**src/rtl/mult_div_unit_if.sv**
```systemverilog
// Operand/result bundle for mult_div_unit: request side from the issuing pipeline,
// HI/LO results and status back from the unit.
interface mult_div_unit_if #(
    parameter int unsigned WIDTH = 32
);
    logic             start_i;
    logic [1:0]       op_i;
    logic [WIDTH-1:0] a_i;
    logic [WIDTH-1:0] b_i;
    logic [WIDTH-1:0] hi_o;
    logic [WIDTH-1:0] lo_o;
    logic             busy_o;
    logic             done_o;
    logic             div_by_zero_o;

    modport master (
        output start_i, op_i, a_i, b_i,
        input  hi_o, lo_o, busy_o, done_o, div_by_zero_o
    );

    modport slave (
        input  start_i, op_i, a_i, b_i,
        output hi_o, lo_o, busy_o, done_o, div_by_zero_o
    );
endinterface

```
**src/rtl/mult_div_unit.sv**
```systemverilog
// Iterative HI/LO multiply/divide unit: shift-add multiply, restoring divide, one bit per cycle.
// Signed MULT/DIV are built only when MULT_DIV_SIGNED_EN is defined; otherwise op_i[0] is ignored.
module mult_div_unit #(
    parameter int unsigned WIDTH = 32
) (
    input logic            clk,
    input logic            reset,
    mult_div_unit_if.slave bus
);
    localparam int unsigned CntW = $clog2(WIDTH + 1);

    typedef enum logic [1:0] {StIdle, StRun, StFix} state_e;

    state_e             state_q;
    logic [CntW-1:0]    cnt_q;
    logic [2*WIDTH-1:0] acc_q;   // mult: {partial product, multiplier}; div: {remainder, quotient}
    logic [WIDTH-1:0]   opb_q;   // multiplicand or divisor magnitude
    logic [WIDTH-1:0]   a_q;
    logic               is_div_q, b_zero_q;
    logic [WIDTH-1:0]   hi_q, lo_q;
    logic               busy_q, done_q, dbz_q;

    logic [WIDTH-1:0]   a_mag, b_mag;

`ifdef MULT_DIV_SIGNED_EN
    logic a_neg, b_neg, neg_q, rem_neg_q;
    assign a_neg = bus.op_i[0] & bus.a_i[WIDTH-1];
    assign b_neg = bus.op_i[0] & bus.b_i[WIDTH-1];
    assign a_mag = a_neg ? -bus.a_i : bus.a_i;
    assign b_mag = b_neg ? -bus.b_i : bus.b_i;
`else
    logic unused_op0;
    assign unused_op0 = bus.op_i[0];
    assign a_mag = bus.a_i;
    assign b_mag = bus.b_i;
`endif

    logic [WIDTH:0]     mul_sum, div_shift, div_diff;
    logic               div_ge;
    logic [2*WIDTH-1:0] acc_step;

    always_comb begin
        mul_sum   = {1'b0, acc_q[2*WIDTH-1:WIDTH]} + (acc_q[0] ? {1'b0, opb_q} : '0);
        div_shift = acc_q[2*WIDTH-1:WIDTH-1];
        div_diff  = div_shift - {1'b0, opb_q};
        div_ge    = (div_shift >= {1'b0, opb_q});
        if (!is_div_q) begin
            acc_step = {mul_sum, acc_q[WIDTH-1:1]};
        end else if (div_ge) begin
            acc_step = {div_diff[WIDTH-1:0], acc_q[WIDTH-2:0], 1'b1};
        end else begin
            acc_step = {div_shift[WIDTH-1:0], acc_q[WIDTH-2:0], 1'b0};
        end
    end

    logic [2*WIDTH-1:0] prod;
    logic [WIDTH-1:0]   quo, rem, fix_hi, fix_lo;

    always_comb begin
        prod = acc_q;
        quo  = acc_q[WIDTH-1:0];
        rem  = acc_q[2*WIDTH-1:WIDTH];
`ifdef MULT_DIV_SIGNED_EN
        if (neg_q) begin
            prod = -acc_q;
            quo  = -acc_q[WIDTH-1:0];
        end
        if (rem_neg_q) begin
            rem = -acc_q[2*WIDTH-1:WIDTH];
        end
`endif
        if (!is_div_q) begin
            {fix_hi, fix_lo} = prod;
        end else if (b_zero_q) begin
            fix_hi = a_q;
            fix_lo = '1;
        end else begin
            fix_hi = rem;
            fix_lo = quo;
        end
    end

    always_ff @(posedge clk or negedge reset) begin
        if (!reset) begin
            state_q   <= StIdle;
            cnt_q     <= '0;
            acc_q     <= '0;
            opb_q     <= '0;
            a_q       <= '0;
            is_div_q  <= 1'b0;
            b_zero_q  <= 1'b0;
            hi_q      <= '0;
            lo_q      <= '0;
            busy_q    <= 1'b0;
            done_q    <= 1'b0;
            dbz_q     <= 1'b0;
`ifdef MULT_DIV_SIGNED_EN
            neg_q     <= 1'b0;
            rem_neg_q <= 1'b0;
`endif
        end else begin
            done_q <= 1'b0;
            unique case (state_q)
                StIdle: begin
                    if (bus.start_i) begin
                        state_q  <= StRun;
                        cnt_q    <= '0;
                        busy_q   <= 1'b1;
                        dbz_q    <= 1'b0;
                        is_div_q <= bus.op_i[1];
                        a_q      <= bus.a_i;
                        b_zero_q <= (bus.b_i == '0);
                        opb_q    <= bus.op_i[1] ? b_mag : a_mag;
                        acc_q    <= {{WIDTH{1'b0}}, (bus.op_i[1] ? a_mag : b_mag)};
`ifdef MULT_DIV_SIGNED_EN
                        neg_q     <= a_neg ^ b_neg;
                        rem_neg_q <= a_neg;
`endif
                    end
                end
                StRun: begin
                    // The extra edge at cnt_q == WIDTH places the FIX edge at accept + WIDTH + 2.
                    if (cnt_q == CntW'(WIDTH)) begin
                        state_q <= StFix;
                    end else begin
                        acc_q <= acc_step;
                        cnt_q <= cnt_q + CntW'(1);
                    end
                end
                StFix: begin
                    state_q <= StIdle;
                    hi_q    <= fix_hi;
                    lo_q    <= fix_lo;
                    busy_q  <= 1'b0;
                    done_q  <= 1'b1;
                    dbz_q   <= is_div_q & b_zero_q;
                end
                default: state_q <= StIdle;
            endcase
        end
    end

    assign bus.hi_o          = hi_q;
    assign bus.lo_o          = lo_q;
    assign bus.busy_o        = busy_q;
    assign bus.done_o        = done_q;
    assign bus.div_by_zero_o = dbz_q;
endmodule
```
**src/flat_wrapper.sv**
```systemverilog
// flat-port wrapper written by rule: the top's interface ports become plain ports
module mult_div_unit_flat 
#(
    parameter int unsigned WIDTH = 32
)
  (clk, reset, bus_start_i, bus_op_i, bus_a_i, bus_b_i, bus_hi_o, bus_lo_o, bus_busy_o, bus_done_o, bus_div_by_zero_o);
  mult_div_unit_if #(.WIDTH(WIDTH)) bus_i ();
  input logic clk;
  input logic reset;
  input wire logic [$bits(bus_i.start_i)-1:0] bus_start_i;
  input wire logic [$bits(bus_i.op_i)-1:0] bus_op_i;
  input wire logic [$bits(bus_i.a_i)-1:0] bus_a_i;
  input wire logic [$bits(bus_i.b_i)-1:0] bus_b_i;
  output wire logic [$bits(bus_i.hi_o)-1:0] bus_hi_o;
  output wire logic [$bits(bus_i.lo_o)-1:0] bus_lo_o;
  output wire logic [$bits(bus_i.busy_o)-1:0] bus_busy_o;
  output wire logic [$bits(bus_i.done_o)-1:0] bus_done_o;
  output wire logic [$bits(bus_i.div_by_zero_o)-1:0] bus_div_by_zero_o;
  assign bus_i.start_i = bus_start_i;
  assign bus_i.op_i = bus_op_i;
  assign bus_i.a_i = bus_a_i;
  assign bus_i.b_i = bus_b_i;
  assign bus_hi_o = bus_i.hi_o;
  assign bus_lo_o = bus_i.lo_o;
  assign bus_busy_o = bus_i.busy_o;
  assign bus_done_o = bus_i.done_o;
  assign bus_div_by_zero_o = bus_i.div_by_zero_o;
  mult_div_unit #(.WIDTH(WIDTH)) u_core (.clk(clk), .reset(reset), .bus(bus_i));
endmodule
```
**config.mk**
```make
export PLATFORM = sky130hd
export DESIGN_NAME = mult_div_unit_flat
export DESIGN_NICKNAME = d
export VERILOG_FILES = /design/src/rtl/mult_div_unit_if.sv /design/src/rtl/mult_div_unit.sv /design/src/flat_wrapper.sv
export SDC_FILE = /design/constraint.sdc
export NUM_CORES = 1
export LEC_CHECK = 0
export ABC_AREA = 1
export BUFFER_PORTS_ARGS = -buffer_cell sky130_fd_sc_hd__buf_4
export CORE_UTILIZATION = 50
export CTS_CLUSTER_DIAMETER = 30
export DETAILED_ROUTE_END_ITERATION = 7
export GPL_ROUTABILITY_DRIVEN = 0
export GPL_TIMING_DRIVEN = 1
export PLACE_DENSITY = 0.72
export SLEW_MARGIN = 15
export SYNTH_ARGS = -nofsm -noshare
export SYNTH_HDL_FRONTEND = slang
export SYNTH_SLANG_ARGS = --single-unit
```
**constraint.sdc**
```tcl
create_clock -name clk -period 2.2 [get_ports clk]
set_input_delay 0.66 -clock clk [delete_from_list [all_inputs] [get_ports clk]]
set_output_delay 0.66 -clock clk [all_outputs]
set_load 0.1 [all_outputs]
```
==> flow_summary.yaml, run 1 <==
timing:
  layout_setup_ws_ns: -0.224
  fin_crit_sh: 1.10
  max_freq_ghz: 0.413
  worstMarginPinSlew_ns: 0.896
  finalHoldViolCount: 0
  whs_ns: 0.103
  finClkSkew_ns: 0.0245
  maxSlewViolCount: 0
  period_needed_ns: 2.42
  setup_viol: 29
  rsz0062_at_grt: "yes"
  finalSetupTns_ns: -3.57
  slew-limit-headroom: 0.396
clocking:
  cts_root_buffer: "clkbuf_16"
  clk-insertion-delay-late_ns: 0.53
  clk_pin_slew_worst_paths_ns: 0.05
  clockBufferDepth: 3
  clock-sinks: 205
  cts_tree: "yes"
  ctsHoldBuffers: 0
  h-tree-depth: 2
  numCtsBuffers: 40
die:
  num_rows: 62
  die_h_um: 175
  initial_utilization: 0.513
  pin_count: 136
  coreArea_um2: 29000
  dieWidth_um: 175
  die_area_um2: 30500
global_route:
  grt_pass1_vias: 16500
  grt-ovfl-total: 0
  grt_pass1_wl_um: 86300
  grt_max_degree: 74
  track_usage: 0.359
  antenna_found_initial: 0
yosys:
  async_flop_share: 1.00
  netlist_top_cells_area: "dfrtp_1 34%, nand2_1 17%, inv_1 9.4%, o21ai_0 6.1%, a21oi_1 5.7%"
  ys_seq_area_frac: 0.345
  syn_nets: 2423
  synth-edff-count: 0
  syn_inst: 2286
  yosys.cell_count.top_type: "nand2_1"
  yosysUniqueCellTypes: 42
  synth_area_per_cell_um2: 6.51
  synth_common_cells: "689 x nand2_1, 372 x inv_1, 205 x dfrtp_1"
  synth_area_leader_cell: "dfrtp_1"
  yosysTopAreaCellShare: 0.345
  synth_warnings: 0
  netlist_area_um2: 14900
  ys_ff_latch: 205
  synth_ff_type: "dfrtp_1"
layout:
  area_growth_pct: 42.3
  multi_input_area_um2: 9250
  final_nets: 2794
  drive_gt1_frac: 0.294
  diodes: 0
  n_fill_cell: 2129
  seq_area_um2: 5150
drt:
  routedWlPerCell_um: 18.8
  via_per_inst: 5.73
  drtPass1Iterations: 5
  wirelength_um: 57800
  vias: 17600
  detail_route.iter0.violations: 2195
  drc: 0
  ant_nets: 0
critical_path:
  rr_endpoint: "u_core.acc_q[59]"
  critPathKind: "reg2reg"
  worstPathMaxFanout: 4
  worst_setup_path_end_kind: "register"
  worstRegToRegCells: 15
  worstPathRequired_ns: 2.59
  r2r-start: "u_core.opb_q[10]"
  crit_arrival_ns: 2.82
  worstSetupStartpointType: "register"
  rrSetupSlack_ns: -0.22
flow_run:
  maxCapViolCount: 0
place:
  port_buffers: 134
  hpwl_um: 40300
  place_ws_ns: -0.452
power_and_ir_drop:
  finalPower_mw: 11.1
  p_leak_nw: 11.2
  vdd_drop_max_mv: 0.617
  power_density_nw_per_um2: 524
hold_path:
  min_path_type: "in2async"
status:
  status: "finished, violations left"
  violations: "negative setup slack"
-- critical path: stages (launching register included) --
cell     delay, ns
dfrtp_1       0.41
inv_2         0.09
ha_4          0.30
nand2_1       0.10
buf_4         0.15
nor2_1        0.26
buf_4         0.21
nand2_1       0.07
nand2_1       0.10
nand3_1       0.16
nand2_1       0.12
nand2_1       0.06
nand3_1       0.06
nand2_1       0.05
nand2_1       0.08
nand2_1       0.06
-- how the worst max path moves through the flow --
| stage | start | to | slack, ns | depth (start not counted) |
|---|---|---|---|---|
| 6_report | u_core.opb_q[10] | u_core.acc_q[59] | -0.22 | 15 |
| 3_5_place_dp | u_core.acc_q[0] | u_core.acc_q[59] | -0.45 | 15 |
| 5_1_grt | u_core.acc_q[0] | u_core.acc_q[59] | -0.39 | 16 |
| 3_3_place_gp | u_core.acc_q[0] | u_core.acc_q[59] | -0.33 | 15 |
| 2_1_floorplan | u_core.acc_q[0] | u_core.acc_q[57] | 0.01 | 15 |
| 4_1_cts | u_core.acc_q[0] | u_core.acc_q[60] | -0.17 | 16 |
-- area by class of cell --
cell class,count,share of cell area
clock inverters,25,0.0195
well taps,384,0.0227
repair buffers,425,0.161
inverters,379,0.0672
clock buffers,47,0.0494
flip-flops and latches,205,0.243
multi-input cells,1606,0.437
-- state kept, by name (all words and copies together), names as in the netlist --
register	count
u_core.a_q	32
u_core.acc_q	64
u_core.b_zero_q	1
u_core.bus.busy_o	1
u_core.bus.div_by_zero_o	1
u_core.bus.done_o	1
u_core.bus.hi_o	32
u_core.bus.lo_o	32
u_core.cnt_q	6
u_core.is_div_q	1
u_core.opb_q	32
u_core.state_q	2
-- through the flow --
stage / cells / utilization / cell area, um^2
2_1_floorplan: 2286 / - / 14900
3_3_place_gp: 2967 / 0.623 / 18100
3_5_place_dp: 2967 / 0.623 / 18100
4_1_cts: 3045 / 0.699 / 20300
5_1_grt: 3071 / 0.730 / 21200
6_report: 3071 / 0.730 / 21200
-- where the power goes --
| part | total [mW] | switching [mW] | internal (mW) |
|---|---|---|---|
| registers | 3.79 | 0 | 3.79 |
| logic | 0.582 | 0.376 | 0.206 |
| clock network | 6.73 | 2.14 | 4.59 |
-- layout by cell type, fill, tap and decap left out, types with 10 or more instances in the layout --
cell type and instances:
clkbuf_16 41, inv_1 334, ha_1 10, buf_12 13, bufinv_16 10, nand2_2 78
o21bai_1 11, a21oi_1 140, nand2_1 613, nor2_2 29, nand4_1 36, buf_4 401
dfrtp_1 190, o21a_1 14, nor2_1 112, nor2_4 15, o21ai_0 168, o211ai_1 39
inv_2 44, a31oi_1 33, a21oi_2 26, ha_4 54, o21ai_1 12, nand3_1 130
dfrtp_2 15
-- kinds of logic after synthesis --
group / after synthesis / synth area share
DFF: 205 / 0.345
buffers and inverters: 475 / 0.123
and+or+nand+nor: 1055 / 0.293
AOI/OAI and AO/OA: 472 / 0.175
adders and majority gates: 68 / 0.0582
xor gates and xnor gates: 11 / 0.00647
-- metal layers --
metal | share of wire | vias to the layer above | global-route usage | wire length, um
li1 | - | 8099 | - | -
met1 | 0.38 | 8099 | 0.463 | 22100
met2 | 0.45 | 1100 | 0.579 | 26000
met3 | 0.098 | 285 | 0.0597 | 5690
met4 | 0.070 | 0 | 0.187 | 4070
met5 | 0 | - | 0 | 0
-- what timing repair did --
| action | CTS | global route |
|---|---|---|
| pin swaps | 11 | 44 |
| endpoints found under the setup margin | 32 | 33 |
| hold endpoints to repair | 0 | 0 |
| cloned | 0 | 1 |
| resized for setup | 132 | 181 |
| setup buffers | 6 | 27 |
Power figures use the tool's default switching activity.
==> inputs of run 2 (changes only) <==
--- a/config.mk
+++ b/config.mk
@@ -7,12 +7,14 @@
 export LEC_CHECK = 0
 export ABC_AREA = 1
 export BUFFER_PORTS_ARGS = -buffer_cell sky130_fd_sc_hd__buf_4
-export CORE_UTILIZATION = 50
+export CELL_PAD_IN_SITES_DETAIL_PLACEMENT = 1
+export CELL_PAD_IN_SITES_GLOBAL_PLACEMENT = 1
+export CORE_UTILIZATION = 39
 export CTS_CLUSTER_DIAMETER = 30
 export DETAILED_ROUTE_END_ITERATION = 7
 export GPL_ROUTABILITY_DRIVEN = 0
 export GPL_TIMING_DRIVEN = 1
-export PLACE_DENSITY = 0.72
+export PLACE_DENSITY_LB_ADDON = 0.1
 export SLEW_MARGIN = 15
 export SYNTH_ARGS = -nofsm -noshare
 export SYNTH_HDL_FRONTEND = slang
==> run 2 against run 1 <==
The run still ends with negative setup slack left. Final area rose by 5.7%. Die area increased by 28%. Non-clock buffer count rose by 73. Largest power group unchanged. Power grew 3.7%. Sequential power barely moved.
==> flow_summary.yaml, run 2 (synthesis gave the netlist of run 1 again) <==
status:
  status: "finished, violations left"
  violations: "negative setup slack"
global_route:
  grt_pass1_vias: 19000
  grt-ovfl-total: 0
  grt_pass1_wl_um: 107000
  grt_max_degree: 82
  track_usage: 0.356
  antenna_found_initial: 1
die:
  die_area_um2: 39000
  num_rows: 71
  die_h_um: 197
  dieWidth_um: 197
  pin_count: 136
  initial_utilization: 0.396
  coreArea_um2: 37600
layout:
  registers.top_by_ff_count: "u_core.acc_q"
  area_growth_pct: 50.3
  diodes: 0
  final_cells: 3284
  n_fill_cell: 4751
  final_common_cell: "nand2_1"
  largest_register_ffs: 64
  drive_gt1_frac: 0.338
  final_nets: 2873
  design_area_um2: 22400
  mostFrequentLayoutCells: "596 x nand2_1, 471 x buf_4, 325 x inv_1, 184 x dfrtp_1, 162 x o21ai_0"
power_and_ir_drop:
  p_leak_nw: 11.8
  clockPowerShare: 0.616
  finalPower_mw: 11.5
  sequentialPowerShare: 0.329
  switchingPower_mw: 2.88
  power_density_nw_per_um2: 515
  internal_power_mw: 8.64
  p_comb_frac: 0.055
  vdd_drop_max_mv: 0.613
  swShare: 0.250
clocking:
  clk_pin_slew_worst_paths_ns: 0.05
  cts_root_buffer: "clkbuf_16"
  clockBufferDepth: 3
  clk-insertion-delay-late_ns: 0.56
  clock-sinks: 205
  numCtsBuffers: 45
  cts_tree: "yes"
  h-tree-depth: 2
timing:
  finClkSkew_ns: 0.0257
  layout_setup_ws_ns: -0.394
  fin_crit_sh: 1.18
  max_freq_ghz: 0.385
  slew-limit-headroom: 0.406
  maxSlewViolCount: 0
  worstMarginPinSlew_ns: 0.882
  setup_viol: 32
  period_needed_ns: 2.59
  finalHoldViolCount: 0
  rsz0062_at_grt: "yes"
drt:
  vias: 18500
  via_per_inst: 5.64
  wirelength_um: 75800
  ant_nets: 0
  routedWlPerCell_um: 23.1
  drc: 0
  drtPass1Iterations: 5
  detail_route.iter0.violations: 1562
flow_run:
  maxCapViolCount: 0
critical_path:
  rrSetupSlack_ns: -0.39
  cp_slowest_cell: "fa_2"
  critPathKind: "reg2reg"
  crit_arrival_ns: 3.04
  slowest_delay_ns: 0.42
  worst_setup_path_end_kind: "register"
  worstSetupStartpointType: "register"
  crit_chain: "inv_2 > ha_4 > inv_1 > fa_2 > nand2_1 > nand3_1 > nand3_1 > nand2_1 > nand2_1 > nand2_1 > nand2_1 > nand3b_1 > nand3_1 > nand3_1 > nand2_2 > nand2_1"
  worstPathRequired_ns: 2.65
  path_common_cell: "nand2_1"
  worstPathMaxFanout: 4
place:
  port_buffers: 134
  dp.cells: 3142
  hpwl_um: 49800
  post_dp_cell_area_um2: 18600
hold_path:
  min_path_type: "in2reg"
run 2: cell types whose count changed in the layout (fill, tap and decap cells not counted), moves of 5 or more:
cell       previous run  this run
inv_2                44        49
nand2_4               4        17
clkbuf_16            41        47
nand3_2               7        21
buf_4               401       471
dfrtp_1             190       184
nand3_1             130       118
o21ai_0             168       162
nor2_1              112       107
inv_1               334       325
nand2_1             613       596
dfrtp_2              15        21
nor2_4               15        21
run 2: final cells by class:
cell class / count / area, um^2 / share of cell area
flip-flops and latches: 205 / 5160 / 0.230
well taps: 511 / 639 / 0.0286
clock inverters: 34 / 394 / 0.0176
multi-input cells: 1607 / 9580 / 0.428
repair buffers: 498 / 4000 / 0.179
inverters: 379 / 1430 / 0.0640
clock buffers: 50 / 1180 / 0.0529
run 2: power by group through the flow:
stage | clock network, mW | logic [mW] | registers (mW)
2_1_floorplan | 0 | 0.244 | 3.86
3_3_place_gp | 0 | 0.574 | 3.85
3_5_place_dp | 0 | 0.590 | 3.85
4_1_cts | 7.09 | 0.604 | 3.79
5_1_grt | 7.31 | 0.680 | 3.79
6_report | 7.10 | 0.628 | 3.79
run 2: critical path, delay by kind of cell, from the launching register on:
kind,cells,cell delay (ns)
simple gates,12,1.31
fa+ha+maj,2,0.56
flops,1,0.41
buf+inv,2,0.21
run 2: through the flow:
stage,setup slack (ns),hold slack (ns),utilization,TNS (ns)
after floorplan,0.0140,0.364,-,0
after global placement,-0.385,0.460,0.495,-7.17
after detailed placement,-0.456,0.469,0.495,-9.64
after CTS,-0.266,0.349,0.568,-3.96
after global routing,-0.484,0.375,0.596,-10.88
final,-0.394,0.363,0.596,-7.40
run 2: what timing repair did:
item                                    in CTS  in global routing
gates resized for setup                    220                185
endpoints found under the setup margin      33                 56
pin swaps                                   26                 21
buffers inserted                            17                 38
cloned                                       0                  3
endpoints found under the hold margin       19                  0
hold buffers                                 1                  0
run 2: worst paths after layout:
| kind | from | end | cells past startpoint |
|---|---|---|---|
| max in group asynchronous | reset | u_core.bus.lo_o[15] | 3 |
| worst min register to register | u_core.a_q[17] | u_core.a_q[17] | 2 |
| worst max-delay path | u_core.acc_q[31] | u_core.acc_q[54] | 16 |
| min in group asynchronous | reset | u_core.acc_q[58] | 2 |
| worst max register to register | u_core.acc_q[31] | u_core.acc_q[54] | 16 |
| worst min-delay path | bus_a_i[24] | u_core.a_q[24] | 3 |
run 2: routing by layer:
| metal | up-vias | track usage | routed length, um |
|---|---|---|---|
| li1 | 8259 | - | - |
| met1 | 9257 | 0.458 | 31000 |
| met2 | 775 | 0.605 | 36400 |
| met3 | 244 | 0.0405 | 4680 |
| met4 | 0 | 0.146 | 3780 |
| met5 | - | 0 | 0 |
